--- config.mk ---
export PLATFORM = sky130hd
export DESIGN_NAME = lsu_stage
export DESIGN_NICKNAME = d
export VERILOG_FILES = /design/src/rtl/lsu_stage.sv
export SDC_FILE = /design/constraint.sdc
export NUM_CORES = 1
export LEC_CHECK = 0
export CAP_MARGIN = 20
export CORE_UTILIZATION = 46
export CTS_CLUSTER_DIAMETER = 120
export DETAILED_ROUTE_END_ITERATION = 10
export PLACE_DENSITY = 0.93
export SLEW_MARGIN = 10
export SYNTH_ARGS = -nofsm -noshare
export SYNTH_HDL_FRONTEND = slang
export SYNTH_SLANG_ARGS = --single-unit
export TNS_END_PERCENT = 30
--- constraint.sdc ---
create_clock -name clk -period 10.6 [get_ports clk]
set_input_delay 1.06 -clock clk [delete_from_list [all_inputs] [get_ports clk]]
set_output_delay 1.06 -clock clk [all_outputs]
set_load 0.03 [all_outputs]
--- src/rtl/lsu_stage.sv ---
// Load/store pipeline stage: EX/MEM register, one-cycle byte-lane memory
// access, alignment/funct3 checking and a registered MEM/WB output.
module lsu_stage #(
  parameter bit          MISALIGN_TRAP = 1'b1,
  localparam int unsigned XLEN = 32,
  localparam int unsigned RW   = 5,
  localparam int unsigned F3W  = 3,
  localparam int unsigned CW   = 2
) (
  input  logic            clk,
  input  logic            rst,
  input  logic            ex_valid,
  input  logic            ex_load,
  input  logic            ex_store,
  input  logic [F3W-1:0]  ex_funct3,
  input  logic [XLEN-1:0] ex_addr,
  input  logic [XLEN-1:0] ex_rs2,
  input  logic [RW-1:0]   ex_rd,
  input  logic [XLEN-1:0] ex_wdata,
  input  logic            stall,
  input  logic            flush,
  output logic            mem_we,
  output logic [F3W-1:0]  mem_mode,
  output logic [XLEN-1:0] mem_addr,
  output logic [XLEN-1:0] mem_wdata,
  input  logic [XLEN-1:0] mem_rdata,
  output logic            wb_valid,
  output logic [RW-1:0]   wb_rd,
  output logic [XLEN-1:0] wb_data,
  output logic            wb_wen,
  output logic            exc,
  output logic [CW-1:0]   exc_cause,
  output logic [XLEN-1:0] exc_addr
);

  // EX/MEM register
  logic            valid_q, valid_d;
  logic            load_q, load_d;
  logic            store_q, store_d;
  logic [F3W-1:0]  f3_q, f3_d;
  logic [XLEN-1:0] addr_q, addr_d;
  logic [XLEN-1:0] rs2_q, rs2_d;
  logic [RW-1:0]   rd_q, rd_d;
  logic [XLEN-1:0] wdata_q, wdata_d;
  logic            sdone_q, sdone_d;

  // MEM/WB register
  logic            wb_valid_q, wb_valid_d;
  logic [RW-1:0]   wb_rd_q, wb_rd_d;
  logic [XLEN-1:0] wb_data_q, wb_data_d;
  logic            wb_wen_q, wb_wen_d;
  logic            exc_q, exc_d;
  logic [CW-1:0]   exc_cause_q, exc_cause_d;
  logic [XLEN-1:0] exc_addr_q, exc_addr_d;

  logic            mem_op, is_half, is_word, bad_f3, misalign, fault;
  logic [CW-1:0]   cause;
  logic [XLEN-1:0] load_res;

  // Decode the held instruction: size, fault classification, memory drive
  always_comb begin
    mem_op    = valid_q & (load_q | store_q);
    is_half   = (f3_q[1:0] == 2'b01);
    is_word   = (f3_q[1:0] == 2'b10);
    bad_f3    = mem_op & ((f3_q == 3'b011) | (f3_q[2:1] == 2'b11));
    misalign  = MISALIGN_TRAP & mem_op & ~bad_f3 &
                ((is_half & addr_q[0]) | (is_word & (addr_q[1:0] != 2'b00)));
    fault     = bad_f3 | misalign;
    cause     = bad_f3 ? 2'b10 : (misalign ? 2'b01 : 2'b00);

    mem_addr  = addr_q;
    mem_we    = valid_q & store_q & ~fault & ~sdone_q;
    case (f3_q[1:0])
      2'b00:   begin mem_mode = 3'b001; mem_wdata = {4{rs2_q[7:0]}};  end
      2'b01:   begin mem_mode = 3'b010; mem_wdata = {2{rs2_q[15:0]}}; end
      2'b10:   begin mem_mode = 3'b100; mem_wdata = rs2_q;            end
      default: begin mem_mode = 3'b000; mem_wdata = rs2_q;            end
    endcase

    // Memory sign-extends; unsigned loads strip the upper bits here
    case (f3_q)
      3'b100:  load_res = {24'b0, mem_rdata[7:0]};
      3'b101:  load_res = {16'b0, mem_rdata[15:0]};
      default: load_res = mem_rdata;
    endcase
  end

  // Next-state for both pipeline registers
  always_comb begin
    valid_d = valid_q;
    load_d  = load_q;
    store_d = store_q;
    f3_d    = f3_q;
    addr_d  = addr_q;
    rs2_d   = rs2_q;
    rd_d    = rd_q;
    wdata_d = wdata_q;
    sdone_d = sdone_q;

    if (flush) begin
      valid_d = 1'b0;
      sdone_d = 1'b0;
    end else if (!stall) begin
      valid_d = ex_valid;
      load_d  = ex_load;
      store_d = ex_store;
      f3_d    = ex_funct3;
      addr_d  = ex_addr;
      rs2_d   = ex_rs2;
      rd_d    = ex_rd;
      wdata_d = ex_wdata;
      sdone_d = 1'b0;
    end else if (mem_we) begin
      // Held store already wrote; block repeats while stalled
      sdone_d = 1'b1;
    end

    wb_valid_d  = valid_q & ~stall;
    wb_rd_d     = rd_q;
    wb_data_d   = (load_q & ~store_q) ? load_res : wdata_q;
    wb_wen_d    = valid_q & ~store_q & ~fault & (rd_q != 5'd0) & ~stall;
    exc_d       = fault & ~stall;
    exc_cause_d = exc_d ? cause : 2'b00;
    exc_addr_d  = exc_d ? addr_q : 32'd0;
  end

  // State registers with asynchronous reset
  always_ff @(posedge clk or posedge rst) begin
    if (rst) begin
      valid_q     <= 1'b0;
      load_q      <= 1'b0;
      store_q     <= 1'b0;
      f3_q        <= 3'b000;
      addr_q      <= 32'd0;
      rs2_q       <= 32'd0;
      rd_q        <= 5'd0;
      wdata_q     <= 32'd0;
      sdone_q     <= 1'b0;
      wb_valid_q  <= 1'b0;
      wb_rd_q     <= 5'd0;
      wb_data_q   <= 32'd0;
      wb_wen_q    <= 1'b0;
      exc_q       <= 1'b0;
      exc_cause_q <= 2'b00;
      exc_addr_q  <= 32'd0;
    end else begin
      valid_q     <= valid_d;
      load_q      <= load_d;
      store_q     <= store_d;
      f3_q        <= f3_d;
      addr_q      <= addr_d;
      rs2_q       <= rs2_d;
      rd_q        <= rd_d;
      wdata_q     <= wdata_d;
      sdone_q     <= sdone_d;
      wb_valid_q  <= wb_valid_d;
      wb_rd_q     <= wb_rd_d;
      wb_data_q   <= wb_data_d;
      wb_wen_q    <= wb_wen_d;
      exc_q       <= exc_d;
      exc_cause_q <= exc_cause_d;
      exc_addr_q  <= exc_addr_d;
    end
  end

  assign wb_valid  = wb_valid_q;
  assign wb_rd     = wb_rd_q;
  assign wb_data   = wb_data_q;
  assign wb_wen    = wb_wen_q;
  assign exc       = exc_q;
  assign exc_cause = exc_cause_q;
  assign exc_addr  = exc_addr_q;

endmodule
==> impl_metrics.py <==
metrics = {
    "logic_synthesis": {
        "syn_avg_cell_area_um2": 15.3,
        "yosysSeqAreaShare_pct": 65.2,
        "ys_types": 26,
        "yosysWarnings": 0,
        "synth.largest_area_cell": "dfrtp_1",
        "synthTopCellsByArea": "dfrtp_1 (65%), mux2_2 (21%), a22o_1 (3.0%), and2_1 (2.9%), buf_4 (1.4%)",
        "synth_area_mm2": 0.00699,
        "synth_seq_cells": 182,
        "netlist_instances": 457,
        "synth_nets": 600,
        "yosysTopAreaCellShare_pct": 65.2,
    },
    "hold_path": {
        "hp-start": "rd_q[0]$_DFFE_PP0P_",
        "hold_path.class": "reg2reg",
    },
    "outcome": {
        "violations": "design-rule violations",
        "outcome": "complete, but fails checks",
    },
    "cells_and_area": {
        "layout_commonest_cell": "clkdlybuf4s50_1",
        "areaGrowthSynthToFinish_pct": 50.6,
        "drive_gt1_share_pct": 22.9,
        "mostFrequentLayoutCells": "clkdlybuf4s50_1 (284), dfrtp_1 (182), mux2_2 (129), and2_1 (32), a22o_1 (24)",
        "nets": 877,
        "insertedDiodeCount": 0,
    },
    "pwr": {
        "p_leak_nw": 4.43,
        "ir_drop_v": 0.000112,
        "p_per_area_mw_per_mm2": 191,
        "power.total_w": 0.00201,
    },
    "grt": {
        "grt_max_degree": 98,
        "antenna_found_initial": 0,
        "grt_usage_pct": 22.6,
        "gr-total-overflow": 0,
        "grt_pass1_vias": 5185,
        "grt_pass1_wl_mm": 27.0,
    },
    "worst_setup_path": {
        "crit_buf_inv": 1,
        "path_cells": "nor2_2 > mux2_2 > clkdlybuf4s50_1",
        "r2r-start": "f3_q[1]$_DFFE_PP0P_",
        "startpoint": "f3_q[1]$_DFFE_PP0P_",
        "start_kind": "flip-flop",
        "crit_fanout": 30,
        "crit_path_top_delay_cell": "dfrtp_1",
        "cp.required_ns": 9.54,
        "crit_arrival_ns": 2.89,
        "worstSetupEndpointType": "primary output",
        "critPathTopFamily": "flip-flops",
        "max_stage_delay_ns": 0.77,
        "crit_type": "reg2out",
    },
    "placed_design": {
        "io_buffer_count": 284,
        "dpl.hpwl_mm": 12.3,
        "gp_congestion": 0.780,
    },
    "sta": {
        "timing.final.hold_violations": 0,
        "rsz0062_at_grt": "no",
        "relSlewSlack_pct": 30.5,
        "fmax_mhz": 253,
        "fin_crit_sh_pct": 37.2,
        "final-max-slew-violation-count": 0,
        "fin_setup_tns_ns": 0,
        "worst_pin_slew_ns": 1.04,
        "setup_violations": 0,
        "skew_ns": 0.0103,
        "post-route-min-period_ns": 3.95,
    },
    "clocking": {
        "cts_tree": "built",
        "clockBufferDepth": 2,
        "path_clk_slew_ns": 0.07,
        "ctsResizeCount": 0,
        "clock_latency_ns": 0.42,
        "cts_htree_levels": 4,
        "clock-root-buffer": "clkbuf_16",
        "cts_setup_buffers": 0,
        "cts.sinks": 182,
        "cts-buffers-inserted": 17,
        "hold_buffers": 0,
    },
    "floorplan": {
        "die_area_mm2": 0.0157,
        "start_util_pct": 47.5,
        "die_y_um": 125,
        "die_x_um": 125,
        "core_mm2": 0.0147,
        "pin_count": 285,
        "fp-row-count": 44,
    },
    "drt": {
        "routed_wl_mm": 17.2,
        "routed-via-count": 4717,
        "drt-initial-drc-count": 266,
        "wl_per_cell_um": 18.5,
        "via_per_inst": 5.07,
        "drcViolationCount": 20,
        "firstDrtPassIters": 8,
        "drtAntennaViolNets": 0,
    },
    "job": {
        "drv_cap": 0,
    },
}
==> area by class of cell <==
type | count | area (um2)
sequential | 182 | 4550
fill | 949 | 4170
timing repair buffer | 290 | 2920
multi-input combinational | 240 | 2230
clock buffer | 20 | 447
tap | 184 | 230
clock inverter | 11 | 128
inverter | 3 | 16.3
==> where the power goes <==
part	internal, W	switching (W)
Sequential	0.000786	0.0000638
Clock	0.000353	0.000257
Combinational	0.000270	0.000278
Total	0.00141	0.000599
==> worst paths after layout <==
kind                                          endpoint  slack, ns  depth (start not counted)
max in group asynchronous       exc_addr[15]$_DFF_PP0_       8.15                          4
worst min register to register      wb_rd[0]$_DFF_PP0_       0.39                          0
min in group asynchronous          sdone_q$_DFFE_PP0P_       1.20                          2
worst min-delay path                wb_rd[0]$_DFF_PP0_       0.39                          0
worst max register to register  exc_addr[11]$_DFF_PP0_       7.96                          4
worst max-delay path                     mem_wdata[13]       6.65                          3
==> logic make-up after synthesis <==
logic type	count (synthesis)	synth area share [%]
buffers and inverters	35	3.03
DFF	182	65.2
muxes	138	22.1
and+or+nand+nor	59	5.23
AOI/OAI and AO/OA	43	4.51
==> through the flow <==
step                hold WS [ns]  cells  util [%]  worst slack [ns]  area (um2)
CTS                        0.398    929      71.4              6.62       10500
global placement           0.376    896      67.3              6.62        9890
floorplan                  0.362    457         -              4.60        6990
global route               0.406    930      71.6              6.48       10500
finish                     0.393    930      71.6              6.65       10500
detailed placement         0.383    898      67.5              6.92        9930
==> registers in the layout, indices dropped and copies added (netlist names) <==
signal	cells
exc	1
exc_addr	32
exc_cause	2
f3_q	3
load_q	1
mem_addr	32
rd_q	5
rs2_q	32
sdone_q	1
store_q	1
valid_q	1
wb_data	32
wb_rd	5
wb_valid	1
wb_wen	1
wdata_q	32
==> layer usage <==
layer	routed length, um	global-route usage, %	part of all wire (%)	vias up
li1	-	-	-	2138
met5	0	0	0	-
met1	6430	24.5	37	2344
met3	1160	6.63	6.7	38
met4	556	10.5	3.2	0
met2	9050	40.7	53	197
==> worst reg2reg max path, cell delays in order, from the launching register on <==
cell and delay (ns):
dfrtp_1 1.03, a21oi_1 0.28, nor4_4 0.87, buf_6 0.25
and2_1 0.14
==> synthesized netlist by cell type <==
cell,instances
a21oi_2,2
buf_6,2
inv_1,3
buf_2,11
buf_4,13
mux2_2,129
nor2_1,5
and2_1,32
nor2b_1,2
buf_1,1
nor3_1,1
o211ai_1,1
mux2i_1,9
nor2_2,2
nor4b_1,1
nor3b_1,1
clkbuf_2,2
or4_1,1
o21ai_0,13
dfrtp_1,182
clkbuf_1,3
a22o_1,24
nand2_1,10
nand2b_1,2
nor4_4,2
a21oi_1,3
No activity file was read; power rests on OpenSTA's default activity.
